### src/rtl/dq_rx_if.sv
// Output side of the dq receiver: first-word fall-through byte stream
// with a valid/ready handshake.
interface dq_rx_if;
  logic [7:0] rx_data;
  logic       rx_valid;
  logic       rx_ready;

  modport master (output rx_data, output rx_valid, input rx_ready);
  modport slave  (input rx_data, input rx_valid, output rx_ready);
endinterface

### src/rtl/dq_rx.sv
// dq_rx: samples the dqs_p/dqs_n/dq taps, decodes preamble, an 8-bit
// MSB-first burst and postamble, reports malformed bursts and queues
// received bytes in a small FWFT FIFO.
module dq_rx #(
  parameter int DEPTH   = 4,
  parameter int PRE_MIN = 2,
  parameter int TIMEOUT = 64
) (
  input  logic        clk,
  input  logic        rst,
  input  logic        dqs_p,
  input  logic        dqs_n,
  input  logic        dq,
  dq_rx_if.master     rx,
  output logic        rx_err,
  output logic [1:0]  rx_err_code,
  output logic        busy
);

  localparam int AW = $clog2(DEPTH);
  localparam int PW = AW + 1;
  localparam int CW = $clog2(TIMEOUT + 1);
  localparam logic [CW-1:0] TO_LAST = CW'(TIMEOUT - 1);
  localparam logic [CW-1:0] PRE_LIM = CW'(PRE_MIN);

  typedef enum logic [2:0] {IDLE, PRE, BIT_HI, BIT_LO, POST} state_t;

  state_t          state;
  logic            s_p, s_n, s_dq;
  logic [CW-1:0]   lvl_cnt;
  logic [2:0]      bit_cnt;
  logic            last_h;
  logic [6:0]      shreg;

  logic [7:0]      mem [DEPTH];
  logic [PW-1:0]   wr_ptr, rd_ptr;

  logic            lvl_h, lvl_l;
  logic            push, pop, full, empty, ovf;

  assign lvl_h = s_p & ~s_n;
  assign lvl_l = ~s_p & s_n;

  // The 8th bit is an H arriving in BIT_LO with seven bits already shifted.
  assign push  = (state == BIT_LO) && lvl_h && (bit_cnt == 3'd7);
  assign empty = (wr_ptr == rd_ptr);
  assign full  = (wr_ptr[AW] != rd_ptr[AW]) && (wr_ptr[AW-1:0] == rd_ptr[AW-1:0]);
  assign pop   = rx.rx_valid && rx.rx_ready;
  // A push into a full FIFO is only legal when a pop frees a slot that edge.
  assign ovf   = push && full && !pop;

  assign rx.rx_valid = ~empty;
  assign rx.rx_data  = empty ? 8'h00 : mem[rd_ptr[AW-1:0]];
  assign busy        = (state != IDLE);

  // Register the pin taps once; idle bus reads as H.
  always_ff @(posedge clk) begin
    if (rst) begin
      s_p  <= 1'b1;
      s_n  <= 1'b0;
      s_dq <= 1'b0;
    end else begin
      s_p  <= dqs_p;
      s_n  <= dqs_n;
      s_dq <= dq;
    end
  end

  // Burst decoder FSM with level-duration counter and error reporting.
  always_ff @(posedge clk) begin
    if (rst) begin
      state       <= IDLE;
      lvl_cnt     <= '0;
      bit_cnt     <= '0;
      last_h      <= 1'b1;
      rx_err      <= 1'b0;
      rx_err_code <= 2'd0;
    end else begin
      rx_err <= 1'b0;
      if (ovf) begin
        rx_err      <= 1'b1;
        rx_err_code <= 2'd0;
      end
      if (state == IDLE) begin
        if (lvl_l) begin
          state   <= PRE;
          lvl_cnt <= CW'(1);
          last_h  <= 1'b0;
        end
      end else if (!lvl_h && !lvl_l) begin
        rx_err      <= 1'b1;
        rx_err_code <= 2'd2;
        bit_cnt     <= '0;
        state       <= IDLE;
      end else if (lvl_h == last_h) begin
        // Level held: keep counting until the strobe stalls too long.
        if (lvl_cnt >= TO_LAST) begin
          rx_err      <= 1'b1;
          rx_err_code <= 2'd3;
          bit_cnt     <= '0;
          state       <= IDLE;
        end else begin
          lvl_cnt <= lvl_cnt + CW'(1);
        end
      end else begin
        // Level change: restart the duration count and advance the protocol.
        last_h  <= lvl_h;
        lvl_cnt <= CW'(1);
        case (state)
          PRE: begin
            if (lvl_cnt >= PRE_LIM) begin
              shreg   <= {shreg[5:0], s_dq};
              bit_cnt <= 3'd1;
              state   <= BIT_HI;
            end else begin
              rx_err      <= 1'b1;
              rx_err_code <= 2'd1;
              state       <= IDLE;
            end
          end
          BIT_HI: state <= BIT_LO;
          BIT_LO: begin
            shreg   <= {shreg[5:0], s_dq};
            bit_cnt <= bit_cnt + 3'd1;
            state   <= (bit_cnt == 3'd7) ? POST : BIT_HI;
          end
          // POST is entered on H, so a change to H means the postamble L was seen.
          POST: if (lvl_h) state <= IDLE;
          default: state <= IDLE;
        endcase
      end
    end
  end

  // FIFO storage and pointers; pointers carry an extra wrap bit.
  always_ff @(posedge clk) begin
    if (rst) begin
      wr_ptr <= '0;
      rd_ptr <= '0;
    end else begin
      if (push && (!full || pop)) begin
        mem[wr_ptr[AW-1:0]] <= {shreg, s_dq};
        wr_ptr              <= wr_ptr + PW'(1);
      end
      if (pop) rd_ptr <= rd_ptr + PW'(1);
    end
  end

endmodule

### src/flat_wrapper.sv
// flat-port wrapper written by rule: the top's interface ports become plain ports
module dq_rx_flat 
#(
  parameter int DEPTH   = 4,
  parameter int PRE_MIN = 2,
  parameter int TIMEOUT = 64
)
  (clk, rst, dqs_p, dqs_n, dq, rx_err, rx_err_code, busy, rx_rx_data, rx_rx_valid, rx_rx_ready);
  dq_rx_if rx_i ();
  input  logic clk;
  input  logic rst;
  input  logic dqs_p;
  input  logic dqs_n;
  input  logic dq;
  output logic rx_err;
  output logic [1:0] rx_err_code;
  output logic busy;
  output wire logic [$bits(rx_i.rx_data)-1:0] rx_rx_data;
  output wire logic [$bits(rx_i.rx_valid)-1:0] rx_rx_valid;
  input wire logic [$bits(rx_i.rx_ready)-1:0] rx_rx_ready;
  assign rx_rx_data = rx_i.rx_data;
  assign rx_rx_valid = rx_i.rx_valid;
  assign rx_i.rx_ready = rx_rx_ready;
  dq_rx #(.DEPTH(DEPTH), .PRE_MIN(PRE_MIN), .TIMEOUT(TIMEOUT)) u_core (.clk(clk), .rst(rst), .dqs_p(dqs_p), .dqs_n(dqs_n), .dq(dq), .rx(rx_i), .rx_err(rx_err), .rx_err_code(rx_err_code), .busy(busy));
endmodule
### config.mk
export PLATFORM = sky130hd
export DESIGN_NAME = dq_rx_flat
export DESIGN_NICKNAME = d
export VERILOG_FILES = /design/src/rtl/dq_rx_if.sv /design/src/rtl/dq_rx.sv /design/src/flat_wrapper.sv
export SDC_FILE = /design/constraint.sdc
export NUM_CORES = 1
export LEC_CHECK = 0
export CAP_MARGIN = 20
export CORE_MARGIN = 3
export CORE_UTILIZATION = 50
export CTS_CLUSTER_DIAMETER = 30
export DETAILED_ROUTE_END_ITERATION = 10
export PLACE_DENSITY = 0.81
export SLEW_MARGIN = 20
export SYNTH_ARGS = -nofsm -noshare
export SYNTH_HDL_FRONTEND = slang
export SYNTH_SLANG_ARGS = --single-unit
### constraint.sdc
create_clock -name clk -period 3 [get_ports clk]
set_input_delay 0.45 -clock clk [delete_from_list [all_inputs] [get_ports clk]]
set_output_delay 0.45 -clock clk [all_outputs]
set_load 0.01 [all_outputs]
# Word-level counts from Yosys, hierarchy flattened
# Memories as Yosys holds them, arrays and structs flattened. A register that Yosys moved wholly into a read port is not among the register bits.
# Index checks and enable logic that the tools add are counted.
word_totals:
  regBits: 33
  ramBits: 32
  input_bits: 6
  wordCells: 112
  memories: 1
classes:
  add_sub_neg: 4
  order_cmp: 2
  n_eq_ne: 18
  muxes: 44
  bitwise_logic: 9
  n_reduce_logical: 22
memory_table:
  columns: ["name", "depth", "width", "rd", "rd_clocked_by_memory_dff", "wr", "line_no", "text"]
  rows:
  - ["u_core.mem", 4, 8, 1, 1, 1, "dq_rx.sv:35", "logic [7:0] mem [DEPTH];"]
ops:
  columns: ["cell", "count"]
  rows:
  - ["7-bit two-way mux", 6]
  - ["3-bit two-way mux", 10]
  - ["2-bit two-way mux", 10]
  - ["1-bit two-way mux", 14]
  - ["7-bit one-hot mux with 2 select lines", 1]
  - ["3-bit one-hot mux with 4 select lines", 1]
  - ["3-bit by 1-bit adder with 3-bit output, second input constant", 3]
  - ["3-bit AND reduction", 3]
  - ["1-bit logical AND", 8]
  - ["8-bit two-way mux", 1]
  - ["2-bit by 1-bit != test with 1-bit output, second input constant", 4]
  - ["7-bit by 1-bit adder with 7-bit output, second input constant", 1]
  - ["7-bit by 2-bit >= comparator with 1-bit output, second input constant", 1]
  - ["7-bit by 6-bit >= comparator with 1-bit output, second input constant", 1]
  - ["1-bit inverter", 7]
  - ["3-bit by 2-bit equality test with 1-bit output, second input constant", 2]
  - ["3-bit equality test, second input constant", 2]
  - ["3-bit by 2-bit != test with 1-bit output, second input constant", 2]
  - ["3-bit one-hot mux with 2 select lines", 1]
  - ["6-bit AND reduction", 1]
  - ["5-bit by 1-bit != test with 1-bit output, second input constant", 1]
  - ["1-bit logical NOT", 4]
  - ["4-bit by 1-bit != test with 1-bit output, second input constant", 1]
  - ["4-bit by 2-bit != test with 1-bit output, second input constant", 1]
  - ["other kinds (12)", 13]

# Longest topological paths before layout
# Gate-level depths: netlist (run 1).
logic_depth:
  depth_word: 12
  ltp_mapped: 7
  ltp_nobuf: 6

# Least setup slack after synthesis (run 1)
# Ideal clock, no wire load.
synth_timing:
  kind: "register -> register"
  start: "register u_core.lvl_cnt[0]"
  end: "register u_core.bit_cnt[0]"
  arrival_time_ps: 1715
  slack_ps: 1164
  stages_incl_launch_ff: 7
  n_path_buf: 0
  synth_period_minus_slack_ps: 1836
  cell_sequence: "dfxtp_1 -> inv_1 -> ha_1 -> nor4_1 -> nand2b_4 -> a221oi_4 -> mux2_4"
synth_via:
  elab_chain_len: 3
  word_cells_on_any_way: 5
  classes_between: "2 x order compare; 2 x eq/ne; 1 x reduce/logical"
synth_lines:
  columns: ["element", "line_no", "text"]
  rows:
  - ["from (decl)", "dq_rx.sv:30", "logic [CW-1:0] lvl_cnt;"]
  - ["from (signal assigned)", "dq_rx.sv:103", "lvl_cnt <= lvl_cnt + CW'(1);"]
  - ["7-bit by 2-bit >= comparator with 1-bit output / 7-bit by 6-bit >= comparator with 1-bit output (equally long branches)", "dq_rx.sv:111, dq_rx.sv:97", null]
  - ["4-bit by 1-bit != test with 1-bit output (no line) / 3-bit by 2-bit != test with 1-bit output (equally long branches)", null, null]
  - ["4-bit AND reduction (no line) (*)", null, null]
  - ["to (signal assigned)", "dq_rx.sv:124", "bit_cnt <= bit_cnt + 3'd1;"]
  - ["to (decl)", "dq_rx.sv:31", "logic [2:0] bit_cnt;"]
# Mark *: on every way between the ends. The rest lies on a longest branch, timed or not.
# A chain may end at the register's enable or synchronous reset.

==> results of run 1 <==
-- metrics by stage --
step                      utilization [%]  cell area (um2)  hold slack [ns]  std cells
final                                61.1             3470            0.500        325
after global routing                 61.1             3470            0.521        325
after CTS                            61.0             3460            0.501        325
after detailed placement             57.1             3240            0.482        309
after global placement               57.1             3240            0.485        309
after floorplan                         -             3020            0.456        227
-- state kept, by name (all words and copies together), names as in the netlist, named ones only --
signal and cells:
u_core.mem 32, u_core.lvl_cnt 7, u_core.shreg 7, u_core.bit_cnt 3, u_core.rd_ptr 3, u_core.state 3, u_core.wr_ptr 3, u_core.rx_err_code 2
u_core.last_h 1, u_core.rx_err 1, u_core.s_dq 1, u_core.s_n 1, u_core.s_p 1
-- routing by layer --
layer  up-vias  global-route usage, %  routed length, um
met5         -                      0                  0
met4         0                   8.77                119
met3        10                   3.26                200
met2        46                   26.4               2540
met1       932                   22.0               2500
li1        907                      -                  -
-- path summary, 6_finish.rpt --
kind / slack, ns / to / startpoint / depth (start not counted)
worst max-delay path: 0.33 / rx_rx_data[5] / register / 3
worst max register to register: 0.76 / u_core.mem[1][4] / u_core.bit_cnt[0] / 6
worst min-delay path: 0.50 / u_core.rx_err_code[0] / u_core.rx_err_code[0] / 2
worst min register to register: 0.50 / u_core.rx_err_code[0] / u_core.rx_err_code[0] / 2
-- where the power goes --
part	internal [uW]	switching (uW)	total [uW]
Clock	471	353	825
Combinational	21.2	29.0	50.2
Sequential	966	4.08	970
Total	1460	386	1850
-- worst max-delay path, cell delays in order, from the launching register on --
cell and delay (ns):
dfxtp_1 0.65, mux4_2 0.58, nor2b_1 0.15, clkdlybuf4s50_1 0.50
-- cells in the mapped netlist, types with 2 or more instances --
cell / instances
o21ai_0: 4
a32o_2: 2
o311ai_0: 2
nand4_1: 2
edfxtp_1: 39
nor2b_1: 12
and2_2: 2
ha_1: 11
o21a_1: 2
buf_2: 2
a21oi_1: 10
xor2_1: 5
and3_1: 3
clkbuf_1: 4
o21ai_1: 2
nand3b_1: 2
dfxtp_1: 28
mux4_2: 8
inv_1: 9
nand2_1: 7
nor2_1: 9
nor3_1: 6
mux2_2: 2
or4_1: 4
nor4_1: 3
and2_1: 5
o31a_1: 2
nand3_1: 4
a211oi_1: 2
o31ai_1: 2
and3_2: 2
-- kinds of logic (layout without fill, tap and decap cells) --
family | count (synthesis) | in the layout | synth area share, %
adder cells (fa/ha/maj) | 11 | 11 | 4.56
flip-flops | 67 | 67 | 57.4
buffers and inverters | 19 | 45 | 3.15
XOR/XNOR | 7 | 7 | 2.28
AO/OA/AOI/OAI | 38 | 38 | 9.66
AND/OR/NAND/NOR | 73 | 73 | 15.5
multiplexers | 12 | 12 | 7.54
-- layout make-up --
type / instances / area, um2
fillers: 446 / 2210
clock buffers: 9 / 124
flip-flops and latches: 67 / 1730
well taps: 72 / 90.1
multi-input cells: 141 / 1200
repair buffers: 19 / 188
inverters: 10 / 37.5
clock inverters: 7 / 100
==> results.md, run 1 <==
- The growth of design area from synthesis to finish is 14.9%.
- For this run, the register share of the synthesized area comes to between 50% and 60%.
- For the pin with the worst max-slew slack, the measured transition is 0.721 ns.
- The worst min-delay path category is register to register.
- After the first detailed-routing iteration, the DRC count stood at 113.
- For this design, the CTS-stage hold fixing added 0 buffers.
- The buffers inserted during post-CTS setup optimization is 0.
- Using the TritonRoute via totals, the vias-per-cell ratio works out to 5.83.
- Pin placement for this block handled 19 I/O pins.
- The clock tree buffer depth is 2.
- For the worst-skew pair, the clock arrives at the later sink with an insertion delay of 0.34 ns.
- The count of final max-slew check failures is 0.
- The post-route worst setup slack is 0.325 ns.
- Across all layers, the routed design uses about 1900 vias.
- The count of antenna-violating nets left after detailed routing is 0.
- A synthesized cell averages roughly 13 um2.
- Once the floorplan was initialized, standard cells occupied between 50% and 60% of the core.
- The dominant register cell in the synthesized netlist is edfxtp_1.
- The number of enable flip-flop cells after synthesis is 39.
- The number of antenna violations at the first check in global routing was 0.
- The instance count of the mapped netlist is 227.
- The clock arrives with about 0.0046 ns of skew.
- The count of instances resized after the clock tree is built is 0.
- Setup repair after global routing left no endpoint under its margin.
- Overall power consumption after layout is estimated at 1850 uW.
- The total power density per cell area is 532 nW/um2.
- The final setup violation count is 0.
- The run finished with clean final reports.
- The global routing usage summed across all routing layers is about 17%.
- For this block, the routed nets add up to approximately 5400 um of wire.
- For the worst setup path, the data arrival time is around 2.2 ns.
- Port buffering added 18 buffers.
- The remaining global-route overflow is 0.
- In this run the number of H-tree levels came out at 3.
- For this design, the sink count on the clock tree is between 60 and 70.
- The net count of the finished layout is approximately 270.
- The final weighted congestion of routability-driven global placement is around 0.88.
- The synthesized netlist contains 61 unique library cells.
- After synthesis the netlist holds a flip-flop and latch count of between 60 and 70.
- The time the final worst path needs with I/O delays and setup is approximately 2.7 ns.
- The first-pass GRT wire length is between 9000 and 10000 um.
- The core area is ~5700 um2.
- The worst setup path is captured at a primary output.
- The floorplan step set the die height to roughly 84 um.
- Setup total negative slack on the finished layout was measured at 0 ns.
- For this run, design rule violations remaining after detail routing come to 0.
- During synthesis, Yosys emitted a total of 0 warnings.
- The placement-stage worst setup slack is 0.425 ns.
- The setup path with the least slack is of type register to primary output.
- The top cell type by area accounts for about two fifths of the synthesized area.
- After clock tree synthesis, the clock-pin slew on the worst setup and hold paths is roughly 0.070 ns.
- The CTS tree is built.
- The die covers 7010 um2.
- The clock root buffer is clkbuf_8.
- The required arrival time at the worst endpoint is 2.55 ns.
- The library cell used most frequently in the layout, excluding fill and tap cells, is edfxtp_1.
- The maximum net fanout on the critical path is 8.
- The fmax is roughly 370 MHz.
- The post-detailed-route wirelength per cell is approximately 16 um.
- After legalization and detailed placement, the total HPWL measured between 3000 and 4000 um.
- The share of synthesized flip-flops with an asynchronous set or reset is 0%.
- The top cell types in the final layout, fill and taps aside, are edfxtp_1 (39), dfxtp_1 (28), clkdlybuf4s50_1 (18).
- The worst path uses 89.2% of the clock period.
- Across the run, the number of max-cap violations was 0.
- The number of global-route vias before repair is 1819.
- The total CTS buffers is 9.
- The number of antenna diodes in the final layout is 0.
- Sorting the synthesized cells by area gives the leading types as edfxtp_1 (39%), dfxtp_1 (19%), mux4_2 (6.0%), ha_1 (4.6%), nor2b_1 (2.5%).
- Of the cells placed in the final design, the portion with a size suffix greater than 1 is between 10% and 20%.
- The die is about 84 um wide.
- Measured against its own limit, the worst slew margin works out to 51.5%.
- STA classifies the critical path startpoint as a register.
- The number of detailed-routing iterations run before antenna repair is 4.
- VDD sags by at most approximately 0.33 mV.
- When the netlist entered floorplanning its net count stood at ~240.
- The static leakage power is roughly 0.0013 uW.
- The pin count of the biggest net entering global routing is 15.
- The combined area of all synthesized cells is 3020 um2.
- The library cell occupying the most area in the post-synthesis netlist is edfxtp_1.
- Row generation in the floorplan step produced 27 rows.
- The total count of hold-check failures in the final report is 0.
No activity file was read; power rests on OpenSTA's default activity.
==> run 2: changes to the inputs <==
Settings changed: ABC_AREA set to 1, GPL_ROUTABILITY_DRIVEN set to 0.
==> run 2 against run 1 <==
  * Utilization is 0.81 points lower
  * Wire length is 15% higher
  * Clock power is 6.2% lower
  * Flip-flop and latch count stayed put
  * Die area is 3.8% higher
  * Critical path depth is 3 higher
  * Sequential share of layout area is 2.0 points lower
  * Worst hold slack worse by 0.034 ns
  * Non-clock buffer count is 1 higher
  * Critical path type unchanged
  * Largest cell class unchanged
  * Highest routed layer unchanged
==> results.md, run 2 <==
- The CTS tree is built.
- The growth of design area from synthesis to finish came to 15.0% (about the same).
- The core area came to 5990 um2 (+5.6%).
- The clock tree buffer depth is 2 (unchanged).
- The time the final worst path needs with I/O delays and setup is 2.64 ns (-0.0317 ns).
- The latest clock arrival within the worst-skew pair is 0.35 ns (about the same).
- The flip-flop count of the largest register after layout is 32 (unchanged).
- The fraction of synthesized cell area taken by the top area cell type is 37.3% (-1.5 points).
- The element type at the critical path end is a primary output.
- The maximum ir drop on the vdd rail is 0.524 mV (+58%).
- The mean instance size in the synthesized netlist is 9.27 um2 (-30%).
- The width of the die is 85.3 um (+1.9%).
- The required arrival time at the worst endpoint is 2.55 ns (about the same).
- The combined area of all synthesized cells came to 3140 um2 (+4.1%).
- The buffers inserted during post-CTS setup optimization is 0 (unchanged).
- The worst reg2reg path startpoint is u_core.state[1].
- The critical setup path kind is register to primary output.
- The clock root buffer is clkbuf_8.
- The count of standard-cell rows is 28 (+3.7%).
- The total CTS buffers is 9 (unchanged).
- The worst min-delay path category is register to register.
- The overall via count from detail_route is 2247 (+19%).
- The H-tree depth was 3 (unchanged).
- The post-route total power is 2610 uW (+42%).
- The count of synthesis-stage warnings from yosys is 0 (unchanged).
- The pin count of the biggest net entering global routing is 18 (+3).
- The number of antenna violations at the first check in global routing is 0 (unchanged).
- The number of buffers inserted for hold repair after clock tree synthesis is 0 (unchanged).
- The number of placed I/O pins was 19 (unchanged).
- The most common cell after layout, fill and taps aside is nor2_1.
- The arrival time at the worst endpoint is 2.19 ns (-0.03 ns).
- The count of instances resized after the clock tree is built was 0 (unchanged).
- The net count after synthesis is 356 (+46%).
- Sorting the synthesized cells by area gives the leading types as edfxtp_1 (37%), dfxtp_1 (18%), nor2_1 (6.8%), nand2_1 (5.9%), inv_1 (5.0%).
- The setup TNS is 0 ns (unchanged).
- The worst max-slew margin expressed relative to the limit is 55.2% (+3.8 points).
- The fmax is 378 MHz (+1.2%).
- The pin slew with the least headroom to its limit came to 0.669 ns (-0.0523 ns).
- The starting density of the core came to 52.4% (-0.75 points).
- The total power density per cell area was 723 nW/um2 (+36%).
- The number of design-rule violations left by the first detailed-router iteration is 103 (-8.8%).
- The count of final max-slew check failures is 0 (unchanged).
- The die area was 7270 um2 (+3.8%).
- The flow ran to the end, and the final reports show no timing, DRC or antenna violations.
- The number of distinct library cells after synthesis is 33 (-46%).
- The number of detailed-routing iterations run before antenna repair is 4 (unchanged).
- The commonest cells after synthesis are nor2_1 (57), nand2_1 (49), inv_1 (42).
- The global routing usage summed across all routing layers is 18.6% (+1.8 points).
- The maximum net fanout on the critical path is 17 (+9).
- The static leakage power came to 0.00149 uW (+16%).
- The number of buffers inserted by port buffering was 18 (unchanged).
- The post-detailed-route wirelength per cell is 13.8 um (-16%).
- The instance count of the mapped netlist is 339 (+49%).
- The proportion of synthesized chip area in sequential cells was 55.1% (-2.2 points).
- The count of antenna-violating nets left after detailed routing is 0 (unchanged).
- The most used standard cell by instance count after synthesis is nor2_1.
- The routed via count divided by cell count is 5.06 (-13%).
- The number of enable flip-flop cells after synthesis is 39 (unchanged).
- The post-synthesis register bit count is 67 (unchanged).
- The count of inserted antenna diode cells came to 0 (unchanged).
- The post-CTS clock slew at the launch and capture registers of the worst setup and hold paths is 0.08 ns (about the same).
- The total count of hold-check failures in the final report is 0 (unchanged).
- The startpoint of the tightest hold check path is u_core.lvl_cnt[6].
- The HPWL after detailed placement is 4450 um (+18%).
- The routed wire length is 6130 um (+15%).
- The number of max-cap violations is 0 (unchanged).
- The first-pass GRT wire length is 10300 um (+14%).
- The number of nets in the final layout is 381 (+44%).
- The die span in y was 85.3 um (+1.9%).
- The fraction of layout cells with a size suffix above 1 is 15.2% (-3.4 points).
- The number of DRC violations after detailed routing is 0 (unchanged).
- The library cell occupying the most area in the post-synthesis netlist is edfxtp_1.
- Setup repair after global routing left no endpoint under its margin.
- The clock sink count is 67 (unchanged).
- The remaining global-route overflow is 0 (unchanged).
- The final setup violation count is 0 (unchanged).
- In the synthesized netlist the dominant register cell turns out to be edfxtp_1.
- The final critical-path share of the clock period is 88.1% (-1.1 points).
- The critical path startpoint category is a register.
- The top cell types in the final layout, fill and taps aside, are nor2_1 (57), nand2_1 (49), inv_1 (42).
- The post-route clock skew is 0.00589 ns (+0.00130 ns).
- The share of synthesized flip-flops with an asynchronous set or reset is 0% (unchanged).
- The number of global-route vias before repair was 2229 (+23%).
==> run 2: changes by cell type after synthesis, moves of 5 or more <==
cell and delta:
nand3_1 +10, a21oi_1 +6, nand2_2 +10, nand2_1 +42, nor2_1 +48, nor2_2 +6
o32ai_1 +8, mux4_2 -8, o21ai_0 +11, nor2b_1 -12, and2_1 -5, inv_1 +33
==> run 2: area by class of cell <==
class / count / area, um2
inverters: 49 / 190
multi-input cells: 217 / 1190
fillers: 489 / 2380
clock buffers: 9 / 124
flip-flops and latches: 67 / 1730
well taps: 75 / 93.8
repair buffers: 20 / 195
clock inverters: 7 / 82.6
==> run 2: cells by family after synthesis <==
group                    Yosys count  synth area share [%]
AO/OA/AOI/OAI                     47                  9.20
adder cells (fa/ha/maj)           11                  4.38
flip-flops                        67                  55.1
AND/OR/NAND/NOR                  154                  23.1
buffers and inverters             55                  6.85
XOR/XNOR                           5                  1.39
==> run 2: worst max-delay path, stage by stage, from the launching register on <==
cell,delay (ns)
dfxtp_1,0.44
inv_1,0.39
nor2_1,0.07
o32ai_1,0.27
nand2_1,0.08
inv_1,0.06
clkdlybuf4s50_1,0.54
==> run 2: final timing paths <==
check / endpoint / slack, ns / depth (start not counted)
worst max-delay path: rx_rx_data[0] / 0.36 / 6
worst max register to register: u_core.mem[2][5] / 0.90 / 8
worst min register to register: u_core.lvl_cnt[6] / 0.47 / 2
worst min-delay path: u_core.lvl_cnt[6] / 0.47 / 2
==> run 2: through the flow <==
step	util [%]	instance area [um2]	cells	setup slack [ns]	hold slack, ns
detailed placement	56.9	3410	428	0.715	0.452
global placement	56.9	3410	428	0.794	0.448
CTS	60.3	3610	444	0.371	0.465
global route	60.3	3610	444	0.156	0.489
floorplan	-	3140	339	1.22	0.431
finish	60.3	3610	444	0.357	0.466
==> run 2: where the power goes <==
group / switching, uW / total, uW / leakage, uW / internal [uW]
clock: 376 / 774 / 0.0000988 / 398
sequential: 69.9 / 1110 / 0.000580 / 1040
combinational: 451 / 727 / 0.000810 / 276
total: 897 / 2610 / 0.00149 / 1720
==> run 2: routing by layer <==
layer | GRT usage, % | up-vias | wire, um | part of all wire [%]
met1 | 22.7 | 1003 | 2790 | 46
met5 | 0 | - | 0 | 0
met2 | 29.9 | 65 | 2860 | 47
met4 | 10.2 | 0 | 174 | 2.8
met3 | 4.85 | 16 | 301 | 4.9
li1 | - | 1163 | - | -
